<file path="config.mk">
export PLATFORM = sky130hd
export DESIGN_NAME = opb_snapshot_ctrl
export DESIGN_NICKNAME = d
export VERILOG_FILES = /design/src/rtl/opb_snapshot_ctrl.sv
export SDC_FILE = /design/constraint.sdc
export NUM_CORES = 1
export LEC_CHECK = 0
export BUFFER_PORTS_ARGS = -buffer_cell sky130_fd_sc_hd__buf_2
export CAP_MARGIN = 20
export CORE_MARGIN = 8
export CORE_UTILIZATION = 50
export DETAILED_ROUTE_END_ITERATION = 10
export HOLD_SLACK_MARGIN = 0.08
export PLACE_DENSITY = 0.75
export SYNTH_ARGS = -nofsm -noshare
export SYNTH_HDL_FRONTEND = slang
export SYNTH_SLANG_ARGS = --single-unit
</file>
<file path="constraint.sdc">
create_clock -name OPB_Clk -period 4.15 [get_ports OPB_Clk]
set_clock_uncertainty 0.15 [all_clocks]
set_input_delay 0 -clock OPB_Clk [delete_from_list [all_inputs] [get_ports OPB_Clk]]
set_output_delay 0 -clock OPB_Clk [all_outputs]
set_load 0.01 [all_outputs]
</file>
<file path="src/rtl/opb_snapshot_ctrl.sv">
`default_nettype none
// ============================================================================
// Module  : opb_snapshot_ctrl
// Brief   : OPB slave that arms on a register write, snapshots four user
//           words on a trigger and exposes them through a 256-byte window.
// Option  : define SNAPSHOT_TIMESTAMP_EN to stamp captures with a cycle count.
// Revision: 1.0 - initial release
// ============================================================================
module opb_snapshot_ctrl #(
    parameter logic [31:0] C_BASEADDR   = 32'h01080200,
    parameter logic [31:0] C_HIGHADDR   = 32'h010802FF,
    parameter int          C_OPB_AWIDTH = 32,
    parameter int          C_OPB_DWIDTH = 32
) (
    input  logic                        OPB_Clk,
    input  logic                        OPB_Rst,
    input  logic [0:C_OPB_AWIDTH-1]     OPB_ABus,
    input  logic [0:C_OPB_DWIDTH/8-1]   OPB_BE,
    input  logic [0:C_OPB_DWIDTH-1]     OPB_DBus,
    input  logic                        OPB_RNW,
    input  logic                        OPB_select,
    input  logic                        OPB_seqAddr,
    output logic [0:C_OPB_DWIDTH-1]     Sl_DBus,
    output logic                        Sl_xferAck,
    output logic                        Sl_errAck,
    output logic                        Sl_retry,
    output logic                        Sl_toutSup,
    input  logic [31:0]                 user_data0,
    input  logic [31:0]                 user_data1,
    input  logic [31:0]                 user_data2,
    input  logic [31:0]                 user_data3,
    input  logic                        user_trig,
    output logic                        snap_busy
);

    // Word indices within the register window
    localparam logic [5:0] c_word_ctrl   = 6'd0;
    localparam logic [5:0] c_word_status = 6'd1;
    localparam logic [5:0] c_word_data0  = 6'd2;
    localparam logic [5:0] c_word_data1  = 6'd3;
    localparam logic [5:0] c_word_data2  = 6'd4;
    localparam logic [5:0] c_word_data3  = 6'd5;
    localparam logic [5:0] c_word_tstamp = 6'd6;

    typedef enum logic [1:0] {
        BUS_IDLE = 2'd0,
        BUS_ACK  = 2'd1,
        BUS_WAIT = 2'd2
    } bus_state_t;

    typedef enum logic [1:0] {
        IDLE    = 2'd0,
        ARMED   = 2'd1,
        CAPTURE = 2'd2,
        DONE    = 2'd3
    } cap_state_t;

    bus_state_t  r_bus_state;
    cap_state_t  r_cap_state;

    logic        r_xfer_ack;
    logic [31:0] r_rd_data;
    logic [5:0]  r_word;
    logic        r_rnw;

    logic        r_busy;
    logic        r_valid;
    logic [15:0] r_count;
    logic [31:0] r_data0;
    logic [31:0] r_data1;
    logic [31:0] r_data2;
    logic [31:0] r_data3;

    logic        w_hit;
    logic [5:0]  w_word;
    logic [31:0] w_wdata;
    logic [31:0] w_rd_mux;
    logic [31:0] w_tstamp;
    logic        w_ctrl_wr;
    logic        w_arm;
    logic        w_abort;
    logic        w_capture;
    logic        w_unused;

    // ------------------------------------------------------------------------
    // Address decode and write strobes
    // ------------------------------------------------------------------------
    assign w_hit   = OPB_select
                   && (OPB_ABus >= C_BASEADDR)
                   && (OPB_ABus <= C_HIGHADDR);
    assign w_word  = OPB_ABus[C_OPB_AWIDTH-8:C_OPB_AWIDTH-3];
    assign w_wdata = OPB_DBus;

    // Writes land on the edge that closes the acknowledge cycle
    assign w_ctrl_wr = (r_bus_state == BUS_ACK) && !r_rnw && OPB_BE[0]
                     && (r_word == c_word_ctrl);
    assign w_arm     = w_ctrl_wr && w_wdata[31];
    assign w_abort   = w_ctrl_wr && w_wdata[30];
    assign w_capture = (r_cap_state == ARMED) && user_trig && !w_abort;

    assign w_unused = ^{OPB_seqAddr, OPB_BE[1:C_OPB_DWIDTH/8-1],
                        OPB_DBus[2:C_OPB_DWIDTH-1]};

    // ------------------------------------------------------------------------
    // Read multiplexer
    // ------------------------------------------------------------------------
    always_comb begin
        w_rd_mux = '0;
        case (w_word)
            c_word_status: w_rd_mux = {r_valid, r_busy, 14'd0, r_count};
            c_word_data0:  w_rd_mux = r_data0;
            c_word_data1:  w_rd_mux = r_data1;
            c_word_data2:  w_rd_mux = r_data2;
            c_word_data3:  w_rd_mux = r_data3;
            c_word_tstamp: w_rd_mux = w_tstamp;
            default:       w_rd_mux = '0;
        endcase
    end

    // ------------------------------------------------------------------------
    // OPB handshake: one registered ack, then park until select drops
    // ------------------------------------------------------------------------
    always_ff @(posedge OPB_Clk) begin
        if (OPB_Rst) begin
            r_bus_state <= BUS_IDLE;
            r_xfer_ack  <= 1'b0;
            r_rd_data   <= '0;
            r_word      <= '0;
            r_rnw       <= 1'b1;
        end else begin
            r_xfer_ack <= 1'b0;
            r_rd_data  <= '0;
            case (r_bus_state)
                BUS_IDLE: begin
                    if (w_hit) begin
                        r_bus_state <= BUS_ACK;
                        r_xfer_ack  <= 1'b1;
                        r_rd_data   <= OPB_RNW ? w_rd_mux : 32'd0;
                        r_word      <= w_word;
                        r_rnw       <= OPB_RNW;
                    end
                end
                BUS_ACK: begin
                    r_bus_state <= BUS_WAIT;
                end
                BUS_WAIT: begin
                    if (!OPB_select) begin
                        r_bus_state <= BUS_IDLE;
                    end
                end
                default: begin
                    r_bus_state <= BUS_IDLE;
                end
            endcase
        end
    end

    assign Sl_DBus    = r_rd_data;
    assign Sl_xferAck = r_xfer_ack;
    assign Sl_errAck  = 1'b0;
    assign Sl_retry   = 1'b0;
    assign Sl_toutSup = 1'b0;

    // ------------------------------------------------------------------------
    // Capture sequencer; abort overrides every other transition
    // ------------------------------------------------------------------------
    always_ff @(posedge OPB_Clk) begin
        if (OPB_Rst) begin
            r_cap_state <= IDLE;
            r_busy      <= 1'b0;
            r_valid     <= 1'b0;
            r_count     <= '0;
            r_data0     <= '0;
            r_data1     <= '0;
            r_data2     <= '0;
            r_data3     <= '0;
        end else if (w_abort) begin
            r_cap_state <= IDLE;
            r_busy      <= 1'b0;
        end else begin
            case (r_cap_state)
                IDLE, DONE: begin
                    if (w_arm) begin
                        r_cap_state <= ARMED;
                        r_busy      <= 1'b1;
                        r_valid     <= 1'b0;
                    end
                end
                ARMED: begin
                    if (w_capture) begin
                        r_cap_state <= CAPTURE;
                        r_data0     <= user_data0;
                        r_data1     <= user_data1;
                        r_data2     <= user_data2;
                        r_data3     <= user_data3;
                    end
                end
                CAPTURE: begin
                    r_cap_state <= DONE;
                    r_busy      <= 1'b0;
                    r_valid     <= 1'b1;
                    r_count     <= r_count + 16'd1;
                end
                default: begin
                    r_cap_state <= IDLE;
                    r_busy      <= 1'b0;
                end
            endcase
        end
    end

    assign snap_busy = r_busy;

    // ------------------------------------------------------------------------
    // Optional capture timestamp
    // ------------------------------------------------------------------------
`ifdef SNAPSHOT_TIMESTAMP_EN
    logic [31:0] r_cycle;
    logic [31:0] r_tstamp;

    always_ff @(posedge OPB_Clk) begin
        if (OPB_Rst) begin
            r_cycle  <= '0;
            r_tstamp <= '0;
        end else begin
            r_cycle <= r_cycle + 32'd1;
            if (w_capture) begin
                r_tstamp <= r_cycle;
            end
        end
    end

    assign w_tstamp = r_tstamp;
`else
    assign w_tstamp = '0;
`endif

endmodule
`default_nettype wire
</file>
-- Word level (Yosys, flattened, before mapping)
Cells that the tools add are included.
- equality and inequality tests: 14
- magnitude comparators: 2
- bitwise logic cells: 4
- mux-type cells: 12
- reduce and logical (&&, ||, !) cells: 26
- add/sub/neg operators: 1
- operators with widths (kind ; number):
    $pmux W32 S5 ; 1
    $ge A32 B25 Y1 const B ; 1
    $le A32 B25 Y1 const B ; 1
    $add A16 B1 Y16 const B ; 1
    $eq A6 B2 Y1 const B ; 2
    $eq A6 B3 Y1 const B ; 2
    $pmux W2 S3 ; 2
    $reduce_and A2 Y1 ; 5
    $logic_and A1 B1 Y1 ; 9
    $mux W2 ; 4
    $ne A2 B2 Y1 const B ; 4
    $eq A2 B2 Y1 const B ; 3
    $eq A6 B1 Y1 const B ; 1
    $logic_not A6 Y1 ; 1
    $reduce_and A3 Y1 ; 2
    $reduce_or A2 Y1 ; 3
    $eq A2 B1 Y1 const B ; 2
    $logic_not A2 Y1 ; 2
    $not A1 Y1 ; 4
    $pmux W1 S2 ; 2
    $reduce_or A4 Y1 ; 1
    $mux W1 ; 3
    $logic_not A1 Y1 ; 2
    $reduce_bool A2 Y1 ; 1
- flip-flop bits (word level): 190
- input bits: 202

-- Logic depth before layout (Yosys ltp)
- depth after elaboration: 9
- gate-level depth with buffers: 7
- depth with buffers taken out: 6

-- Worst setup path before layout
OpenSTA, ideal clock, no wires.
- path kind: register to register
- from: register r_cap_state[0]
- to: register r_count[13]
- clock period less this slack: 1.880 ns
- arrival time: 1.609 ns
- path buffers: 1
- slack: 2.270 ns
- setup time: 0.121 ns
- stages on the path, launching flop included: 8
- cells stage by stage: dfxtp_1 inv_1 ha_1 inv_1 a41o_1 buf_2 nor4_1 mux2_2
- cells in the longest elaborated chain, start to end: 2
- RTL lines (what ; line ; text):
    start: declaration ; 59 ; cap_state_t r_cap_state;
    start signal: assignment ; 169 ; r_cap_state <= IDLE;
    start signal: assignment ; 178 ; r_cap_state <= IDLE;
    start signal: assignment ; 184 ; r_cap_state <= ARMED;
    $eq A2 B2 Y1 ; 181 ; case (r_cap_state)
    $reduce_and A2 Y1 (no source line) ; n/a ;
    end signal: assignment ; 202 ; r_count <= r_count + 16'd1;
    end: declaration ; 68 ; logic [15:0] r_count;
Every way passes these cells.
A chain may end at the register's enable or synchronous reset.

-- Worst setup path in the final report
- from: register r_bus_state[1]
- to: register r_word[3]
- cells in the longest elaborated chain, start to end: 2
- RTL lines (what ; line ; text):
    start: declaration ; 58 ; bus_state_t r_bus_state;
    start signal: assignment ; 125 ; r_bus_state <= BUS_IDLE;
    start signal: assignment ; 136 ; r_bus_state <= BUS_ACK;
    start signal: assignment ; 144 ; r_bus_state <= BUS_WAIT;
    $logic_not A2 Y1 ; 133 ; case (r_bus_state)
    $reduce_and A2 Y1 (no source line) ; n/a ;
    end signal: assignment ; 139 ; r_word <= w_word;
    end: declaration ; 63 ; logic [5:0] r_word;
Every way passes these cells.

==> flow_summary_export.csv <==
group,metric,value,unit
outcome,outcome,"finished, final reports clean",
place,io_buffers,199,
die,initial_core_util,51.2,%
power,pwr-share-clk,34.0,%
place,finalWeightedCongestion,0.788,
critical_path,path_cells,"nor4b_2 -> dlygate4sd3_1 -> and4_1 -> nand3_1 -> dlygate4sd3_1 -> a21oi_1 -> dlygate4sd3_1",
power,leakagePower,4.58,nW
yosys,synth_xor_area_share,0.103,%
clock_network,htree_num_levels,4,
timing,fin_ws,0.908,ns
global_route,antenna_found_initial,3,
critical_path,critPathBufInv,3,
timing,timing.hold.ws,0.210,ns
yosys,synth_top_family_by_area,"compound AO/OA/AOI/OAI gates",
finish,multi_input_area,4290,sq um
yosys,yosysMostFrequentCell,"dfxtp_1",
drt,via_per_inst,6.15,
critical_path,max_stage_delay,0.62,ns
global_route,gr-total-overflow,0,
timing,finalCritPeriodShare,78.1,%
die,placementRows,47,
power,ir_drop,352,uV
yosys,seq_area_frac_synth,44.6,%
clock_network,path_clk_slew,0.08,ns
die,ios,239,
drt,drc_errors,0,
flow_run,maxCapViolations,0,
yosys,synth.area.mux_share,8.43,%
clock_network,cts.path.max_buffers,2,
die,die_x,147,microns
critical_path,critical_path.most_common_cell,"dlygate4sd3_1",
timing,slew_headroom,26.5,%
yosys,yosys.area.top_type,"dfxtp_1",
clock_network,ctsResizeCount,0,
die,coreArea,16600,sq um
power,switching_share,31.3,%
hold_path,hp-class,"primary input to flip-flop",
yosys,synth_seq_cells,190,
clock_network,cts-hold-fix-buffers,195,
finish,ff_latch_area,3800,sq um
die,die-area,21500,sq um
timing,rsz0062_at_grt,"false",
finish,fin_nets,1479,
drt,post_drt_wl_per_cell,20.3,microns
yosys,synth_edf_count,0,
yosys,netlist_area,8520,sq um
drt,drt_iter0_drc,1240,
critical_path,end_kind,"flip-flop",
power,seq_power_share,44.2,%
timing,setup_tns,0,ns
drt,first_pass_iters,6,
die,die_h,147,microns
yosys,yosysTopAreaCellShare,44.6,%
critical_path,critPathSlowestCell,"dlygate4sd3_1",
power,internal_power,3.20,mW
yosys,async_reset_ff_share,0,%
clock_network,cts_tree,"done",
clock_network,cts.sinks,190,
yosys,synth_top_flop_cell,"dfxtp_1",
drt,drt-total-wl,30600,microns
yosys,synth_compound_area_share,22.6,%
yosys,synth_warnings,0,
timing,setup_violations,0,
yosys,synthSimpleGateAreaFrac,18.0,%
global_route,grt_pass1_vias,9216,
finish,nFillCells,1160,
timing,hold_violations,0,
clock_network,postCtsSetupRepairBufs,0,
power,power.switching,1.46,mW
yosys,syn_area_per_cell,8.93,sq um
timing,maxSlewViolCount,0,
drt,vias,9279,
power,p_per_area,388,nW/um^2
place,pre_cts_ws,1.60,ns
global_route,grt_pass1_wl,48400,microns
yosys,synth_fa_ha_area_share,0.587,%
clock_network,cts_root_buffer,"clkbuf_16",
finish,finish.instance_area,12000,sq um
critical_path,cp_max_fo,7,
place,dp.cells,1277,
timing,period_minus_slack,3.24,ns
critical_path,crit_arrival,3.47,ns
timing,worstMarginPinSlew,1.10,ns
yosys,yosys-top-cells-count,"dfxtp_1 (190), a21oi_1 (147), o21ai_0 (140), nand3_1 (139), clkbuf_1 (71)",
place,hpwl,16100,microns
finish,area_delta_synth_final,41.0,%
critical_path,critPathRequiredTime,4.38,ns
critical_path,cp-start-kind,"flip-flop",
critical_path,worstSetupPathType,"flip-flop to flip-flop",
finish,drive_gt1_share,24.9,%
power,comb_power_share,21.8,%
yosys,synthTopCellsByArea,"dfxtp_1 (45%), a21oi_1 (8.6%), o21ai_0 (8.2%), nand3_1 (8.2%), mux2_2 (5.0%)",
clock_network,numCtsBuffers,17,
critical_path,crit_family,"buffers and inverters",
place,placed_area,9450,sq um
yosys,syn_inst,954,
timing,max_freq,308,MHz
drt,ant_nets,0,
finish,instances_no_fill,1508,
clock_network,clk_latency,0.43,ns
global_route,track_usage,27.5,%
yosys,synth.distinct_cells,53,
global_route,grt_max_degree,130,
-- cell type report --
class,instances,share of cell area [%]
flip-flops and latches,190,31.7
clock inverters,14,1.00
clock buffers,18,3.65
well taps,220,2.29
inverters,8,0.250
repair buffers,403,25.4
multi-input cells,653,35.7
diodes,2,0.0416
-- layout by cell type, fill, tap and decap left out, types with 3 or more instances in the layout --
master	count
a21oi_1	147
a222oi_1	18
and3_1	3
and4_1	4
buf_2	197
buf_4	9
clkbuf_16	17
conb_1	3
dfxtp_1	190
dlygate4sd3_1	195
ha_1	3
inv_1	7
inv_6	9
mux2_2	38
mux2i_1	29
nand2_1	10
nand3_1	139
nand4_1	6
nor2_1	6
nor3_1	4
nor3b_2	30
nor4_1	5
o21ai_0	140
o22a_1	14
o31ai_1	9
or3_1	3
or4_1	9
-- path summary, 6_finish.rpt --
| kind | from | end | slack, ns | cells past startpoint |
|---|---|---|---|---|
| worst max-delay path | r_bus_state[1]$_SDFFE_PP0P_ | r_word[3]$_SDFFE_PP0P_ | 0.91 | 7 |
| worst min-delay path | user_data2[19] | r_data2[19]$_SDFFE_PP0P_ | 0.21 | 4 |
| worst max register to register | r_bus_state[1]$_SDFFE_PP0P_ | r_word[3]$_SDFFE_PP0P_ | 0.91 | 7 |
| worst min register to register | r_data3[0]$_SDFFE_PP0P_ | r_data3[0]$_SDFFE_PP0P_ | 0.32 | 2 |
-- cell families (layout without fill, tap and decap cells) --
kind of cell             Yosys count  after routing
AO/OA/AOI/OAI                    341            341
XOR/XNOR                           1              1
adder cells (fa/ha/maj)            4              4
buffers and inverters            113            443
flip-flops                       190            190
multiplexers                      67             67
other                              1              5
AND/OR/NAND/NOR                  237            237
-- through the flow --
step | total power [mW] | util, %
floorplan | 2.65 | -
global placement | 2.88 | 56.8
detailed placement | 2.90 | 56.8
CTS | 4.61 | 71.9
global route | 4.85 | 72.2
finish | 4.66 | 72.2
-- layer usage --
layer	vias up	track usage, %	part of all wire (%)
li1	4188	-	-
met1	4375	33.1	39
met2	592	44.3	47
met3	122	7.29	9.2
met4	2	14.1	4.2
met5	-	0	0.026
-- power by group through the flow --
| stage | clock network (mW) | logic, mW | registers (mW) |
|---|---|---|---|
| finish | 1.59 | 1.02 | 2.06 |
| global route | 1.67 | 1.11 | 2.08 |
| CTS | 1.59 | 0.962 | 2.05 |
| detailed placement | 0 | 0.808 | 2.09 |
| global placement | 0 | 0.790 | 2.09 |
| floorplan | 0 | 0.579 | 2.07 |
-- worst min-delay path: cells and delay by family --
kind | cells | cell delay [ns]
simple gates | 1 | 0.05
compound gates | 1 | 0.05
buf+inv | 2 | 0.65
-- registers in the layout, indices dropped and copies added (netlist names), 2 cells and up --
register and flops:
Sl_DBus 32, r_data0 32, r_data1 32, r_data2 32
r_data3 32, r_count 16, r_word 6, r_bus_state 2
r_cap_state 2
(Power assumes the default switching activity.)
